==> src/rtl/cflog_write_sched.sv <==
// CFLog write scheduler: arbitrates loop-monitor and branch-logger entries and
// writes each one into the log as consecutive 16-bit words.
module cflog_write_sched #(
    parameter int unsigned PTR_W    = 8,
    parameter logic [15:0] LOOP_TAG = 16'hffff
) (
    input  logic             clk,
    input  logic             reset,
    input  logic             br_req,
    input  logic [15:0]      br_src,
    input  logic [15:0]      br_dest,
    output logic             br_ack,
    input  logic             loop_req,
    input  logic [31:0]      loop_ctr,
    output logic             loop_ack,
    input  logic             flush_done,
    output logic             log_wr_en,
    output logic [PTR_W-1:0] log_addr,
    output logic [15:0]      log_wdata,
    output logic [PTR_W:0]   log_ptr,
    output logic             log_full
);

    localparam int unsigned CNT_W = PTR_W + 1;
    localparam logic [CNT_W-1:0] DEPTH = CNT_W'(1) << PTR_W;

    typedef enum logic [2:0] {
        IDLE,
        BR_SRC,
        BR_DST,
        LP_TAG,
        LP_HI,
        LP_LO,
        FULL
    } state_t;

    state_t           state;
    logic [CNT_W-1:0] ptr;
    logic [CNT_W-1:0] free_c;
    logic [15:0]      src_q;
    logic [15:0]      dst_q;
    logic [31:0]      ctr_q;

    // Room left for a whole entry; an entry is only accepted if it fits entirely.
    assign free_c  = DEPTH - ptr;
    assign log_ptr = ptr;

    always_ff @(posedge clk or posedge reset) begin
        if (reset) begin
            state     <= IDLE;
            ptr       <= '0;
            src_q     <= '0;
            dst_q     <= '0;
            ctr_q     <= '0;
            br_ack    <= 1'b0;
            loop_ack  <= 1'b0;
            log_wr_en <= 1'b0;
            log_addr  <= '0;
            log_wdata <= '0;
            log_full  <= 1'b0;
        end else begin
            br_ack    <= 1'b0;
            loop_ack  <= 1'b0;
            log_wr_en <= 1'b0;
            log_addr  <= '0;
            log_wdata <= '0;

            // Write states each emit one word at the current pointer and advance it.
            if (state == BR_SRC || state == BR_DST || state == LP_TAG ||
                state == LP_HI  || state == LP_LO) begin
                log_wr_en <= 1'b1;
                log_addr  <= ptr[PTR_W-1:0];
                ptr       <= ptr + CNT_W'(1);
            end

            case (state)
                IDLE: begin
                    // Loop count goes first so it precedes the branch that exits the loop.
                    if (loop_req) begin
                        if (free_c >= CNT_W'(3)) begin
                            loop_ack <= 1'b1;
                            ctr_q    <= loop_ctr;
                            state    <= LP_TAG;
                        end else begin
                            log_full <= 1'b1;
                            state    <= FULL;
                        end
                    end else if (br_req) begin
                        if (free_c >= CNT_W'(2)) begin
                            br_ack <= 1'b1;
                            src_q  <= br_src;
                            dst_q  <= br_dest;
                            state  <= BR_SRC;
                        end else begin
                            log_full <= 1'b1;
                            state    <= FULL;
                        end
                    end else if (flush_done) begin
                        ptr <= '0;
                    end
                end
                BR_SRC: begin
                    log_wdata <= src_q;
                    state     <= BR_DST;
                end
                BR_DST: begin
                    log_wdata <= dst_q;
                    state     <= IDLE;
                end
                LP_TAG: begin
                    log_wdata <= LOOP_TAG;
                    state     <= LP_HI;
                end
                LP_HI: begin
                    log_wdata <= ctr_q[31:16];
                    state     <= LP_LO;
                end
                LP_LO: begin
                    log_wdata <= ctr_q[15:0];
                    state     <= IDLE;
                end
                FULL: begin
                    if (flush_done) begin
                        ptr      <= '0;
                        log_full <= 1'b0;
                        state    <= IDLE;
                    end
                end
                default: state <= IDLE;
            endcase
        end
    end

endmodule

==> config.mk <==
export PLATFORM = sky130hd
export DESIGN_NAME = cflog_write_sched
export DESIGN_NICKNAME = d
export VERILOG_FILES = /design/src/rtl/cflog_write_sched.sv
export SDC_FILE = /design/constraint.sdc
export NUM_CORES = 1
export LEC_CHECK = 0
export ABC_AREA = 0
export CORE_ASPECT_RATIO = 0.8
export CORE_UTILIZATION = 40
export CTS_CLUSTER_SIZE = 14
export DETAILED_ROUTE_END_ITERATION = 6
export GPL_TIMING_DRIVEN = 1
export PLACE_DENSITY_LB_ADDON = 0.1
export SKIP_LAST_GASP = 1
export SLEW_MARGIN = 40
export SYNTH_ARGS = -nofsm -noshare
export SYNTH_HDL_FRONTEND = slang
export SYNTH_SLANG_ARGS = --single-unit
export TNS_END_PERCENT = 20
==> constraint.sdc <==
create_clock -name clk -period 3.8 [get_ports clk]
set_input_delay 0.38 -clock clk [delete_from_list [all_inputs] [get_ports clk]]
set_output_delay 0.38 -clock clk [all_outputs]
set_load 0.005 [all_outputs]
==> results of run 1 <==
[worst max-delay path, cell delays in order (launching register included)]
cell	delay (ns)
dfrtp_1	0.56
inv_1	0.12
ha_1	0.26
or4bb_1	0.46
or4_1	0.42
o211ai_2	0.15
a41oi_2	0.17
and3_2	0.37
buf_12	0.23
mux2_4	0.31
[cell type report]
class	count	area, sq um	share of cell area [%]
clock buffer	11	243	4.00
sequential	104	2600	42.9
clock inverter	3	20.0	0.330
multi-input combinational	218	1880	31.0
inverter	4	22.5	0.371
tap	144	180	2.97
timing repair buffer	112	1120	18.4
[through the flow]
stage	cells	util [%]	hold slack (ns)	setup slack, ns	cell area [sq um]
final	596	55.1	0.507	0.614	6070
after global routing	596	55.1	0.526	0.453	6070
after CTS	596	55.0	0.509	0.627	6060
after detailed placement	582	52.7	0.494	0.643	5800
after global placement	582	52.6	0.489	0.736	5800
after floorplan	346	-	0.480	0.688	4590
[flip-flops by register name (all words and copies together) (netlist names)]
| name | flops |
|---|---|
| ctr_q | 32 |
| dst_q | 16 |
| log_wdata | 16 |
| src_q | 16 |
| log_ptr | 9 |
| log_addr | 8 |
| state | 3 |
| br_ack | 1 |
| log_full | 1 |
| log_wr_en | 1 |
| loop_ack | 1 |
[logic make-up (layout without fill, tap and decap cells)]
| family | count (synthesis) | after routing |
|---|---|---|
| buffers and inverters | 24 | 130 |
| flip-flops | 104 | 104 |
| multiplexers | 80 | 80 |
| adder cells (fa/ha/maj) | 5 | 5 |
| AND/OR/NAND/NOR | 60 | 60 |
| AO/OA/AOI/OAI | 68 | 68 |
| XOR/XNOR | 5 | 5 |
[worst min path at each step]
stage | endpoint | slack [ns] | cells past startpoint
6_report | ctr_q[17]$_DFFE_PP0P_ | 0.51 | 1
5_1_grt | ctr_q[8]$_DFFE_PP0P_ | 0.53 | 1
4_1_cts | ctr_q[17]$_DFFE_PP0P_ | 0.51 | 1
3_5_place_dp | dst_q[6]$_DFFE_PP0P_ | 0.49 | 1
3_3_place_gp | ctr_q[25]$_DFFE_PP0P_ | 0.49 | 1
2_1_floorplan | ctr_q[16]$_DFFE_PP0P_ | 0.48 | 1
[layout by cell type, fill, tap and decap left out, types with 2 or more instances in the layout]
master | synthesis | final
buf_4 | 0 | 6
dfrtp_1 | 104 | 103
clkbuf_16 | 0 | 9
inv_1 | 4 | 3
or4_1 | 2 | 2
o21a_1 | 16 | 16
clkinvlp_4 | 0 | 2
clkdlybuf4s50_1 | 0 | 105
a21oi_1 | 23 | 23
xor2_1 | 4 | 4
o21ai_0 | 5 | 5
nand2_1 | 10 | 10
and2_1 | 7 | 7
nor2_1 | 15 | 15
mux2i_1 | 16 | 16
or3_1 | 3 | 3
mux2_4 | 29 | 29
ha_1 | 5 | 5
nor3_1 | 4 | 4
nor2b_1 | 3 | 3
a32o_1 | 2 | 2
nand2b_1 | 4 | 4
o22ai_1 | 15 | 15
nand3_1 | 4 | 4
mux2_2 | 35 | 35
nor3b_1 | 2 | 2
[report_power, final]
part	leakage, nW	total (mW)	switching (mW)	internal [mW]
sequential	1.27	1.94	0.307	1.63
clock	0.123	0.836	0.383	0.454
combinational	1.17	1.95	0.827	1.13
[routing by layer]
layer  up-vias  global-route usage, %  wire length [um]
met5         -                      0                 0
met4         0                   5.41               120
met3        11                   4.61               486
met2        76                   27.5              4430
met1      1528                   25.4              5060
li1       1444                      -                 -
==> run_results.csv, run 1 <==
group,metric,value,unit
logic_synthesis,synthSimpleGateAreaFrac,7.03,%
sta,hold_violations,0,
clock_network,cts_tree,"built",
min_path,hold_path.class,"reg -> reg",
logic_synthesis,ys_seq_elements,104,
floorplan,core.rowCount,34,
placed_design,port_buffers,105,
global_routing,grt_antenna_before_repair,0,
clock_network,max-clock-path-buffers,2,
drt,drt-total-wl,10100,um
setup_path,cp.arrival,3.41,ns
power,total_power,4.73,mW
finish,diodes,0,
drt,wl_per_cell,16.9,um
logic_synthesis,synth_fp_nets,420,
sta,fmax,0.314,GHz
logic_synthesis,synth_compound_area_share,9.73,%
setup_path,crit_path_end_kind,"flop",
clock_network,clock-sinks,104,
logic_synthesis,async_flop_share,100,%
floorplan,dieArea,11900,sq um
sta,worst_pin_slew,0.798,ns
clock_network,clk_latency,0.34,ns
setup_path,cp.required,4.03,ns
logic_synthesis,synthXorXnorAreaFrac,0.954,%
drt,via_per_inst,5.13,
power,leakagePower,2.56,nW
global_routing,grt_max_degree,86,
clock_network,root_buffer,"clkbuf_16",
finish,syn_to_final_growth,32.1,%
placed_design,dp_hpwl,6930,um
clock_network,cts-buffers-inserted,9,
power,p_per_area,779,nW/um^2
finish,drive_above_1_share,20.4,%
floorplan,die_x,122,um
clock_network,cts_resized,0,
logic_synthesis,synth.mux.area_fraction,21.6,%
clock_network,postCtsSetupBuffers,0,
sta,setup_viol,0,
logic_synthesis,yosys.area.top_type,"dfrtp_1",
sta,slew_headroom,46.8,%
floorplan,initial_core_util,41.7,%
floorplan,fp.dieH,97.8,um
logic_synthesis,yosysWarnings,0,
min_path,min_from,"ctr_q[17]$_DFFE_PP0P_",
sta,fin_crit_sh,83.8,%
drt,drc,0,
logic_synthesis,synthAdderAreaFrac,1.36,%
logic_synthesis,synth.most_common_cell,"dfrtp_1",
logic_synthesis,dominantRegCellSynth,"dfrtp_1",
global_routing,grt_pass1_vias,3137,
clock_network,ctsHtreeMaxLevel,3,
global_routing,overflow,0,
sta,maxSlewViolCount,0,
setup_path,crit-reg2reg-launch,"log_ptr[0]$_DFF_PP0_",
setup_path,cp-endpoint,"src_q[0]$_DFFE_PP0P_",
setup_path,worst_setup_path_start_kind,"flop",
logic_synthesis,syn-instance-count,346,
setup_path,reg2regPathDepth,9,
logic_synthesis,ys_types,39,
clock_network,ctsHoldBuffers,0,
drt,first_pass_iters,5,
setup_path,worstReg2RegEnd,"src_q[0]$_DFFE_PP0P_",
floorplan,coreArea,11000,sq um
sta,fin_skew,0.00497,ns
setup_path,startpoint,"log_ptr[0]$_DFF_PP0_",
drt,num_vias,3059,
logic_synthesis,yosysSeqAreaShare,56.7,%
finish,fin_nets,523,
logic_synthesis,synth_area_leaders,"dfrtp_1 57%, mux2_4 9.5%, mux2_2 8.6%",
drt,drt_iter0_drc,122,
setup_path,cp_max_fo,24,
logic_synthesis,yosys.area.top_type_share,56.7,%
logic_synthesis,yosys-top-cells-count,"104 x dfrtp_1, 35 x mux2_2, 29 x mux2_4",
logic_synthesis,postSynthAreaPerCell,13.3,sq um
finish,fillers,945,
global_routing,grt_pass1_wl,16300,um
clock_network,clkSlewWorstSetupHoldPaths,0.06,ns
drt,drtAntennaViolNets,0,
sta,finalCriticalPeriod,3.19,ns
floorplan,ioPinCount,106,
global_routing,groute.usage.overall,18.1,%
job,cap_violations,0,
setup_path,worstSetupPathType,"reg -> reg",
run_status,status,"completed",
logic_synthesis,syn_area,4590,sq um
power,peakVddDrop,0.301,mV
sta,rsz0062_at_grt,"no",
logic_synthesis,synth_top_family_by_area,"multiplexers",
logic_synthesis,synth_edf_count,0,
sta,setup_tns,0,ns
placed_design,globalplace.congestion,0.763,
setup_path,reg2reg_slack,0.61,ns
(Power assumes the default switching activity.)
==> run 2, diff against run 1 <==
clock period = 3.3 ns   (was 3.8 ns; I/O delays follow)
==> run 2 against run 1 <==
Effect of this change: count of clock-buffer cells in the layout down 1; clock skew about the same; clock power increased by 26%; highest routed layer unchanged.
==> run_results.csv, run 2 (synthesis gave the netlist of run 1 again) <==
group,metric,value,unit
setup_path,cp_max_fo,33,
sta,finalCriticalPeriod,2.97,ns
finish,multi_input_comb_area,1890,sq um
setup_path,startpoint,"log_ptr[0]$_DFF_PP0_",
clock_network,cts-buffers-inserted,9,
global_routing,overflow,0,
sta,fin_crit_sh,90.0,%
drt,drt-total-wl,10200,um
clock_network,clock-sinks,104,
finish,diodes,0,
global_routing,grt_pass1_vias,3038,
clock_network,postCtsSetupBuffers,0,
setup_path,crit_path_end_kind,"flop",
clock_network,clkSlewWorstSetupHoldPaths,0.06,ns
finish,finalCoreUtilization,55.5,%
sta,hold_violations,0,
sta,worst_pin_slew,0.744,ns
global_routing,grt_max_degree,62,
power,peakVddDrop,0.346,mV
drt,via_per_inst,5.05,
drt,num_vias,3031,
floorplan,core.rowCount,34,
setup_path,cp.arrival,3.19,ns
finish,register_area,2600,sq um
finish,drive_above_1_share,21.5,%
setup_path,cp-endpoint,"dst_q[0]$_DFFE_PP0P_",
global_routing,groute.usage.overall,18.2,%
setup_path,cp.required,3.52,ns
clock_network,clk_latency,0.34,ns
finish,syn_to_final_growth,33.2,%
floorplan,coreArea,11000,sq um
job,cap_violations,0,
drt,wl_per_cell,16.9,um
floorplan,initial_core_util,41.7,%
placed_design,port_buffers,105,
sta,setup_viol,0,
power,p_per_area,908,nW/um^2
power,p_seq_share,39.6,%
run_status,status,"completed",
floorplan,ioPinCount,106,
global_routing,grt_pass1_wl,16300,um
sta,fmax,0.337,GHz
sta,setup_tns,0,ns
sta,holdWs,0.431,ns
finish,layout_commonest_cell,"clkdlybuf4s50_1",
sta,maxSlewViolCount,0,
sta,slew_headroom,50.4,%
setup_path,critPathTopFamily,"simple AND/OR/NAND/NOR gates",
setup_path,slowest_delay,0.50,ns
clock_network,max-clock-path-buffers,2,
power,leakagePower,2.60,nW
setup_path,reg2regPathDepth,9,
clock_network,root_buffer,"clkbuf_16",
setup_path,path_cells,"inv_1, ha_1, or4b_4, or4_1, o211ai_2, a41oi_2, and3_2, buf_4, mux2_4",
clock_network,cts_resized,0,
floorplan,dieArea,11900,sq um
finish,largest_register_ffs,32,
power,swShare,31.8,%
floorplan,fp.dieH,97.8,um
drt,drt_iter0_drc,136,
finish,fin_nets,525,
power,switchingPower,1.77,mW
setup_path,crit_slowest_cell,"or4b_4",
setup_path,crit_buf_inv,2,
setup_path,path_depth,9,
power,total_power,5.56,mW
clock_network,ctsHoldBuffers,0,
clock_network,ctsHtreeMaxLevel,3,
drt,first_pass_iters,5,
placed_design,globalplace.congestion,0.772,
clock_network,cts_tree,"built",
setup_path,reg2reg_slack,0.33,ns
sta,fin_skew,0.00462,ns
setup_path,worst_setup_path_start_kind,"flop",
power,clkPwrFrac,18.9,%
placed_design,dp_hpwl,6820,um
finish,largest_register,"ctr_q",
drt,drtAntennaViolNets,0,
drt,drc,0,
setup_path,crit-reg2reg-launch,"log_ptr[0]$_DFF_PP0_",
sta,rsz0062_at_grt,"no",
finish,layout_common_cells,"105 x clkdlybuf4s50_1, 103 x dfrtp_1, 35 x mux2_2, 29 x mux2_4, 22 x a21oi_1",
power,p_int,3.79,mW
floorplan,die_x,122,um
global_routing,grt_antenna_before_repair,0,
finish,fillers,961,
setup_path,worstSetupPathType,"reg -> reg",
setup_path,worstReg2RegEnd,"dst_q[0]$_DFFE_PP0P_",
min_path,hold_path.class,"in -> async",
power,pwr-share-comb,41.5,%
==> run 2: worst min path at each step <==
stage	end	slack, ns	depth (start not counted)
floorplan	dst_q[0]$_DFFE_PP0P_	0.48	1
global placement	ctr_q[27]$_DFFE_PP0P_	0.49	1
detailed placement	ctr_q[22]$_DFFE_PP0P_	0.50	1
CTS	ctr_q[22]$_DFFE_PP0P_	0.51	1
global route	ctr_q[3]$_DFFE_PP0P_	0.48	2
finish	ctr_q[3]$_DFFE_PP0P_	0.43	2
==> run 2: metal layers <==
layer  routed length, um  GRT usage, %
met4                  80          3.99
met2                4540          26.9
met5                   0             0
met3                 586          6.31
met1                4950          25.6
==> run 2: layout make-up <==
cell class	instances	share of cell area (%)
inverters	4	0.327
clock inverters	6	0.961
multi-input cells	218	30.8
flip-flops and latches	104	42.6
well taps	144	2.94
clock buffers	10	3.91
repair buffers	114	18.5
==> run 2: power by group through the flow <==
stage | logic (mW) | clock network [mW] | registers, mW
2_1_floorplan | 1.51 | 0 | 2.17
3_3_place_gp | 2.27 | 0 | 2.21
3_5_place_dp | 2.32 | 0 | 2.22
4_1_cts | 2.33 | 1.08 | 2.21
5_1_grt | 2.53 | 1.14 | 2.28
6_report | 2.30 | 1.05 | 2.20
==> run 2: stage by stage <==
step | setup WS [ns] | instances | cell area, sq um
after detailed placement | 0.336 | 584 | 5810
final | 0.328 | 600 | 6120
after CTS | 0.327 | 600 | 6110
after floorplan | 0.238 | 346 | 4590
after global routing | 0.152 | 600 | 6120
after global placement | 0.434 | 584 | 5810
